`src/rtl/ps2_key_receiver_pkg.sv`:
```
// Shared definitions for the PS/2 key receiver: FSM encoding, prefix bytes
// and the scan codes of the five game keys.
package ps2_key_receiver_pkg;

  typedef enum logic [1:0] {
    ST_IDLE,
    ST_DATA,
    ST_PARITY,
    ST_STOP
  } ps2_state_e;

  localparam logic [7:0] PREFIX_EXT = 8'hE0;
  localparam logic [7:0] PREFIX_BRK = 8'hF0;

  localparam logic [7:0] CODE_UP    = 8'h75;
  localparam logic [7:0] CODE_DOWN  = 8'h72;
  localparam logic [7:0] CODE_LEFT  = 8'h6B;
  localparam logic [7:0] CODE_RIGHT = 8'h74;
  localparam logic [7:0] CODE_FIRE  = 8'h29;

  typedef struct packed {
    logic up;
    logic down;
    logic left;
    logic right;
    logic fire;
  } keys_t;

  // True when data plus parity bit carry an odd number of ones.
  function automatic logic oddParityOk(input logic [7:0] data, input logic par);
    return ^{data, par};
  endfunction

endpackage

```
`src/rtl/ps2_key_receiver_sync_edge.sv`:
```
// Two-flop synchronizers for the PS/2 lines plus a falling-edge detector on
// the synchronized keyboard clock.
module ps2_sync_edge (
  input  logic Clk,
  input  logic Reset_bar,
  input  logic ps2_clk,
  input  logic ps2_data,
  output logic data_s,
  output logic fall_pulse
);

  logic [1:0] clkSync_q;
  logic [1:0] dataSync_q;
  logic       clkPrev_q;

  // Everything resets to the idle bus level so reset never fakes an edge.
  always_ff @(posedge Clk) begin
    if (!Reset_bar) begin
      clkSync_q  <= 2'b11;
      dataSync_q <= 2'b11;
      clkPrev_q  <= 1'b1;
    end else begin
      clkSync_q  <= {clkSync_q[0], ps2_clk};
      dataSync_q <= {dataSync_q[0], ps2_data};
      clkPrev_q  <= clkSync_q[1];
    end
  end

  assign data_s     = dataSync_q[1];
  assign fall_pulse = clkPrev_q & ~clkSync_q[1];

endmodule

```
`src/rtl/ps2_key_receiver.sv`:
```
// PS/2 keyboard frame receiver with E0/F0 prefix tracking and held-state
// outputs for the arrow keys and space (fire).
module ps2_key_receiver
  import ps2_key_receiver_pkg::*;
#(
  parameter int CLK_HZ      = 50_000_000,
  parameter int TIMEOUT_CYC = 50_000
) (
  input  logic       Clk,
  input  logic       Reset_bar,
  input  logic       ps2_clk,
  input  logic       ps2_data,
  output logic [7:0] scan_code,
  output logic       code_valid,
  output logic       key_up,
  output logic       key_down,
  output logic       key_left,
  output logic       key_right,
  output logic       key_fire,
  output logic       frame_err
);

  localparam int TW = (TIMEOUT_CYC > 1) ? $clog2(TIMEOUT_CYC) : 1;
  localparam logic [TW-1:0] TimeoutLast = TW'(TIMEOUT_CYC - 1);

  // CLK_HZ only documents the clock rate that TIMEOUT_CYC was chosen for.
  logic unusedClkHz;
  assign unusedClkHz = (CLK_HZ > 0);

  logic dataS;
  logic fallPulse;

  ps2_sync_edge u_sync_edge (
    .Clk       (Clk),
    .Reset_bar (Reset_bar),
    .ps2_clk   (ps2_clk),
    .ps2_data  (ps2_data),
    .data_s    (dataS),
    .fall_pulse(fallPulse)
  );

  ps2_state_e    state_q;
  logic [7:0]    shift_q;
  logic [2:0]    bitCnt_q;
  logic [TW-1:0] timeout_q;
  logic          parityOk_q;
  logic          ext_q;
  logic          brk_q;
  logic [7:0]    scanCode_q;
  logic          codeValid_q;
  logic          frameErr_q;
  keys_t         keys_q;
  keys_t         keys_d;

  // Receive FSM: every bit is taken on a detected ps2_clk falling edge; a
  // stalled frame is abandoned once the inter-edge timeout expires.
  always_ff @(posedge Clk) begin
    if (!Reset_bar) begin
      state_q     <= ST_IDLE;
      shift_q     <= '0;
      bitCnt_q    <= '0;
      timeout_q   <= '0;
      parityOk_q  <= 1'b0;
      ext_q       <= 1'b0;
      brk_q       <= 1'b0;
      scanCode_q  <= '0;
      codeValid_q <= 1'b0;
      frameErr_q  <= 1'b0;
    end else begin
      codeValid_q <= 1'b0;
      frameErr_q  <= 1'b0;
      if (fallPulse) begin
        timeout_q <= '0;
        case (state_q)
          ST_IDLE: begin
            if (!dataS) begin
              state_q  <= ST_DATA;
              bitCnt_q <= '0;
            end else begin
              frameErr_q <= 1'b1;
              ext_q      <= 1'b0;
              brk_q      <= 1'b0;
            end
          end
          ST_DATA: begin
            shift_q  <= {dataS, shift_q[7:1]};
            bitCnt_q <= bitCnt_q + 3'd1;
            if (bitCnt_q == 3'd7) begin
              state_q <= ST_PARITY;
            end
          end
          ST_PARITY: begin
            parityOk_q <= oddParityOk(shift_q, dataS);
            state_q    <= ST_STOP;
          end
          ST_STOP: begin
            state_q <= ST_IDLE;
            if (dataS && parityOk_q) begin
              scanCode_q  <= shift_q;
              codeValid_q <= 1'b1;
              if (shift_q == PREFIX_EXT) begin
                ext_q <= 1'b1;
              end else if (shift_q == PREFIX_BRK) begin
                brk_q <= 1'b1;
              end else begin
                ext_q <= 1'b0;
                brk_q <= 1'b0;
              end
            end else begin
              frameErr_q <= 1'b1;
              ext_q      <= 1'b0;
              brk_q      <= 1'b0;
            end
          end
          default: state_q <= ST_IDLE;
        endcase
      end else if (state_q != ST_IDLE) begin
        if (timeout_q == TimeoutLast) begin
          state_q    <= ST_IDLE;
          frameErr_q <= 1'b1;
          timeout_q  <= '0;
          shift_q    <= '0;
          bitCnt_q   <= '0;
          ext_q      <= 1'b0;
          brk_q      <= 1'b0;
        end else begin
          timeout_q <= timeout_q + TW'(1);
        end
      end
    end
  end

  logic byteGood;
  logic decodeByte;

  assign byteGood   = fallPulse && (state_q == ST_STOP) && dataS && parityOk_q;
  assign decodeByte = byteGood && (shift_q != PREFIX_EXT) && (shift_q != PREFIX_BRK);

  // Arrows only match with the E0 prefix, fire only without it.
  always_comb begin
    keys_d = keys_q;
    if (decodeByte) begin
      if (ext_q) begin
        case (shift_q)
          CODE_UP:    keys_d.up    = ~brk_q;
          CODE_DOWN:  keys_d.down  = ~brk_q;
          CODE_LEFT:  keys_d.left  = ~brk_q;
          CODE_RIGHT: keys_d.right = ~brk_q;
          default:    keys_d       = keys_q;
        endcase
      end else if (shift_q == CODE_FIRE) begin
        keys_d.fire = ~brk_q;
      end
    end
  end

  always_ff @(posedge Clk) begin
    if (!Reset_bar) begin
      keys_q <= '0;
    end else begin
      keys_q <= keys_d;
    end
  end

  assign scan_code  = scanCode_q;
  assign code_valid = codeValid_q;
  assign frame_err  = frameErr_q;
  assign key_up     = keys_q.up;
  assign key_down   = keys_q.down;
  assign key_left   = keys_q.left;
  assign key_right  = keys_q.right;
  assign key_fire   = keys_q.fire;

endmodule

```
`config.mk`:
```
export PLATFORM = sky130hd
export DESIGN_NAME = ps2_key_receiver
export DESIGN_NICKNAME = d
export VERILOG_FILES = /design/src/rtl/ps2_key_receiver_pkg.sv /design/src/rtl/ps2_key_receiver_sync_edge.sv /design/src/rtl/ps2_key_receiver.sv
export SDC_FILE = /design/constraint.sdc
export NUM_CORES = 1
export LEC_CHECK = 0
export ABC_AREA = 1
export CAP_MARGIN = 20
export CORE_MARGIN = 2
export CORE_UTILIZATION = 45
export DETAILED_ROUTE_END_ITERATION = 16
export MAX_ROUTING_LAYER = met4
export RECOVER_POWER = 50
export SLEW_MARGIN = 20
export SYNTH_ARGS = -nofsm -noshare
export SYNTH_HDL_FRONTEND = slang
export SYNTH_HIERARCHICAL = 1
export SYNTH_SLANG_ARGS = --single-unit
```
`constraint.sdc`:
```
create_clock -name Clk -period 2.1 [get_ports Clk]
set_input_delay 0.21 -clock Clk [delete_from_list [all_inputs] [get_ports Clk]]
set_output_delay 0.21 -clock Clk [all_outputs]
set_load 0.005 [all_outputs]
```
# Word level (Yosys, flattened, before mapping)

Cells that the tools add are included.

Output and inout bits: 15
Bits of input ports: 4
Logic and storage cells: 108
Register bits after elaboration: 52

Eq/ne operators: 22
Reduce and logical (&&, ||, !) cells: 25
Add/sub/neg operators: 2
Multiplexer cells: 36
Bitwise logic cells: 5

Operators by type and width:

| cell                    | count |
|---|---|
| $eq A8 B7 Y1 const B    | 4 |
| $mux W8                 | 4 |
| $reduce_and A3 Y1       | 8 |
| $mux W1                 | 17 |
| $add A16 B1 Y16 const B | 1 |
| $eq A16 B16 Y1 const B  | 1 |
| $eq A8 B8 Y1 const B    | 2 |
| $mux W16                | 1 |
| $ne A8 B8 Y1 const B    | 2 |
| $mux W3                 | 4 |
| $mux W2                 | 5 |
| $reduce_and A5 Y1       | 2 |
| $reduce_xor A9 Y1       | 1 |
| $eq A8 B6 Y1 const B    | 1 |
| $pmux W2 S4             | 1 |
| $reduce_and A4 Y1       | 2 |
| $logic_and A1 B1 Y1     | 6 |
| $ne A3 B1 Y1 const B    | 2 |
| $ne A3 B3 Y1 const B    | 2 |
| $pmux W1 S2             | 3 |
| $pmux W3 S2             | 1 |
| $reduce_bool A2 Y1      | 3 |
| $ne A5 B5 Y1 const B    | 1 |
| $eq A2 B2 Y1 const B    | 2 |
| other kinds (11)        | 14 |

# Logic depth before layout (Yosys ltp)

Depth in word-level cells: 8
Gate-level depth with buffers: 12
Depth with buffers taken out: 11

# Hierarchy

The synthesis kept the hierarchy.

By module, submodules not included:

| module           | sequential area each (um2) | cells an instance | area each (um2) | times used |
|---|---|---|---|---|
| ps2_key_receiver | 940.9                      | 387               | 2591.2          | 1 |
| ps2_sync_edge    | 100.1                      | 17                | 145.1           | 1 |

# Worst setup path after synthesis

No wires, ideal clock.

Path kind: register -> register
Start point: register state_q[0]
End point: register timeout_q[14]
Data required time: 1987 ps
Cell stages (with the launch flop): 12
Clock period less this slack: 1502 ps
Arrival time: 1389 ps
Path slack: 598 ps
Cell sequence: dfxtp_1 > inv_1 > ha_1 > buf_6 > inv_2 > nand4_2 > nor2_2 > nand2_1 > nor2_1 > nand2_1 > nor2_1 > nor2_1

Longest elaborated chain between the ends: 1

Ends and longest elaborated chain:

| what                     | line                    | source |
|---|---|---|
| start: declaration       | ps2_key_receiver.sv:42  | `ps2_state_e state_q;` |
| start signal: assignment | ps2_key_receiver.sv:59  | `state_q <= ST_IDLE;` |
| start signal: assignment | ps2_key_receiver.sv:77  | `state_q <= ST_DATA;` |
| start signal: assignment | ps2_key_receiver.sv:89  | `state_q <= ST_PARITY;` |
| $reduce_bool A2 Y1       | ps2_key_receiver.sv:117 | `end else if (state_q != ST_IDLE) begin` |
| end signal: assignment   | ps2_key_receiver.sv:127 | `timeout_q <= timeout_q + TW'(1);` |
| end: declaration         | ps2_key_receiver.sv:45  | `logic [TW-1:0] timeout_q;` |

No other way between the ends.
A chain may end at the register's enable or synchronous reset.

# Final worst setup path

Start point: register state_q[0]
End point: register timeout_q[12]

Same word-level chain as after synthesis.

==> impl_metrics.csv <==
group,metric,value,unit
outcome,status,"finished clean",
global_routing,grt_overflow_total,0,
logic_synthesis,synth_compound_area_share,6.95,%
sta,period_minus_slack,1.74,ns
sta,rsz0062_at_grt,"no",
logic_synthesis,synth-async-reset-ratio,0,%
global_routing,grt_usage,20.1,%
logic_synthesis,synthCells,404,
critical_path,crit_top_cell,"nand2_1",
power,p_per_area,531,mW/mm^2
critical_path,reg2reg_from,"state_q[0]",
logic_synthesis,yosys.area_share.adder,3.20,%
logic_synthesis,synth-main-ff-cell,"dfxtp_1",
sta,setup_viol,0,
critical_path,timing.rr.end,"timeout_q[12]",
critical_path,slowest_delay,0.37,ns
clocking,cts_setup_buffers,0,
logic_synthesis,synth_edf_count,0,
sta,setup_tns,0,ns
final_layout,syn_to_final_growth,11.2,%
routing,drc,0,
clocking,cts_sinks,52,
global_routing,grt.met3_usage,3.96,%
routing,wl,5910,um
worst_hold_path,min_to,"u_sync_edge/dataSync_q[1]",
critical_path,crit_slowest_cell,"dfxtp_1",
clocking,clockBufferDepth,2,
logic_synthesis,synth_area,0.00274,mm^2
final_layout,nNetsFinal,434,
floorplan,dieHeight,82.0,um
global_routing,met2_usage,33.2,%
logic_synthesis,syn_area_per_cell,6.77,um^2
clocking,clk_pin_slew,0.09,ns
routing,wl_per_cell,11.8,um
power,finalPower,1.61,mW
routing,routed_via_density,4.95,
sta,hold_viol_final,0,
logic_synthesis,synth_top_family_by_area,"simple AND/OR/NAND/NOR gates",
routing,postRouteAntennaNets,0,
clocking,cts_resized,0,
critical_path,worstSetupPathType,"flip-flop to flip-flop",
routing,vias,2469,
routing,drt_pass1_iterations,4,
power,p_leak,1.33,nW
clocking,cts_root_buffer,"clkbuf_8",
critical_path,timing.critical_path.depth,9,
routing,initialDrtViolationCount,58,
floorplan,design.core.area,0.00589,mm^2
placement,globalplace.congestion,0.872,
global_routing,grt_pass1_vias,2279,
sta,skew,0.00510,ns
sta,fin_crit_sh,82.9,%
global_routing,grt_start_max_net_pins,19,
clocking,cts_tree,"built",
final_layout,utilization,51.7,%
global_routing,grt_pass1_wl,10100,um
job,drv_cap,0,
floorplan,initial_core_util,46.5,%
global_routing,grt.busiest_layer,"met2",
worst_hold_path,hold_path_startpoint,"u_sync_edge/dataSync_q[0]",
sta,max_slew_margin,52.1,%
logic_synthesis,ys_seq_area_share,38.0,%
global_routing,antenna_found_initial,0,
floorplan,num_rows,28,
final_layout,final_area,0.00304,mm^2
placement,io_buffers,18,
clocking,clk_latency,0.30,ns
logic_synthesis,yosysUniqueCellTypes,36,
critical_path,crit_arrival,1.99,ns
sta,worst_pin_slew,0.719,ns
final_layout,n_fill_cell,615,
placement,dpl_cell_area,0.00297,mm^2
sta,hold_slack,0.410,ns
floorplan,die_w,82.0,um
worst_hold_path,min_delay_path_depth,2,
critical_path,critical_path.startpoint_type,"flip-flop",
critical_path,cp_top_family,"simple AND/OR/NAND/NOR gates",
sta,fmax,574,MHz
critical_path,cp_max_fo,11,
logic_synthesis,synthMuxAreaShare,0,%
placement,place_hpwl,4500,um
sta,drv_slew,0,
clocking,cts_buffers,5,
critical_path,rrSetupSlack,0.36,ns
critical_path,cp-end-kind,"flip-flop",
logic_synthesis,synthSimpleGateAreaFrac,38.5,%
logic_synthesis,ys_seq_elements,52,
final_layout,layout-drive-gt1-share,7.08,%
critical_path,path_buf_inv,2,
logic_synthesis,synth.net_count,415,
logic_synthesis,synth_xor_area_share,2.24,%
logic_synthesis,yosys_warnings,6,
floorplan,die_area,0.00672,mm^2
clocking,htreeDepth,2,
power,worst_ir_drop_vdd,0.276,mV
worst_hold_path,hold_class,"flip-flop to flip-flop",
final_layout,diodes,0,
critical_path,cp.required,2.35,ns
critical_path,path_cells,"inv_1 > ha_1 > inv_2 > nand4_2 > nor3_1 > nand2_1 > o21bai_1 > nand2_1 > nor2_1",
critical_path,reg2reg_depth,9,
clocking,hold_buffers,0,
floorplan,io_pins,19,
global_routing,met1_usage,25.1,%
-- where the power goes --
part / internal, mW / total (mW) / leakage, nW / switching (mW)
clock network: 0.239 / 0.564 / 0.0424 / 0.325
registers: 0.991 / 0.994 / 0.420 / 0.00358
logic: 0.0183 / 0.0566 / 0.868 / 0.0383
total: 1.25 / 1.61 / 1.33 / 0.367
-- final cells by class --
type | instances | area (um^2) | share of cell area (%)
Multi-Input combinational cell | 283 | 1380 | 45.5
Sequential cell | 52 | 1040 | 34.2
Timing Repair Buffer | 24 | 221 | 7.28
Inverter | 57 | 216 | 7.12
Tap cell | 75 | 93.8 | 3.09
Clock buffer | 7 | 76.3 | 2.51
Clock inverter | 1 | 8.76 | 0.288
-- metal layers --
metal	vias to the layer above	share of wire (%)
li1	1320	-
met1	1106	48
met2	39	47
met3	4	3.1
met4	0	1.1
met5	-	0
-- cell usage in the layout, fill, tap and decap left out, types with 5 or more instances in the layout --
cell            n
nand3_1        28
nor3_1          8
a21oi_1        22
ha_1            7
buf_4           5
nand2_1        90
clkbuf_8        5
inv_1          50
o21ai_0        11
dlygate4sd3_1  16
nand4_1        15
xor2_1          5
dfxtp_1        52
inv_2           5
nor2_1         74
-- worst reg2reg max path: stages, from the launching register on --
cell      delay [ns]
dfxtp_1         0.37
inv_1           0.09
ha_1            0.23
inv_2           0.18
nand4_2         0.17
nor3_1          0.24
nand2_1         0.13
o21bai_1        0.15
nand2_1         0.06
nor2_1          0.08
-- sequential cells by signal, summed over array words and instances, names as in the netlist, 2 cells and up --
name	count
timeout_q	16
shift_q	8
bitCnt_q	3
u_sync_edge/clkSync_q	2
state_q	2
u_sync_edge/dataSync_q	2
scan_code	8
-- through the flow --
step,cells,setup slack (ns)
after global placement,491,0.495
after global routing,499,0.133
after floorplan,404,0.598
after CTS,499,0.383
after detailed placement,491,0.411
final,499,0.359
-- worst max path at each step --
stage	startpoint	end
3_3_place_gp	state_q[0]	timeout_q[14]
3_5_place_dp	state_q[0]	timeout_q[12]
5_1_grt	state_q[0]	timeout_q[12]
6_report	state_q[0]	timeout_q[12]
2_1_floorplan	state_q[0]	timeout_q[14]
4_1_cts	state_q[0]	timeout_q[12]
-- cells in the mapped netlist, types with 3 or more instances --
master   count  area share [%]
a21oi_1     22             4.0
buf_6        4             1.6
dfxtp_1     52              38
ha_1         7             3.2
inv_1       50             6.9
inv_2        5            0.69
nand2_1     89              12
nand3_1     27             4.9
nand3_2      3             1.1
nand4_1     15             3.4
nor2_1      74              10
nor2_2       3            0.69
nor3_1       8             1.5
nor3b_1      3            0.82
o21ai_0     11             2.0
xor2_1       5             1.6
-- logic make-up (layout without fill, tap and decap cells) --
logic type | count (synthesis) | after routing
AOI/OAI and AO/OA | 37 | 37
DFF | 52 | 52
xor gates and xnor gates | 7 | 7
adders and majority gates | 7 | 7
and+or+nand+nor | 232 | 232
buffers and inverters | 69 | 89
Note: power is estimated with default switching activity, not from simulation.
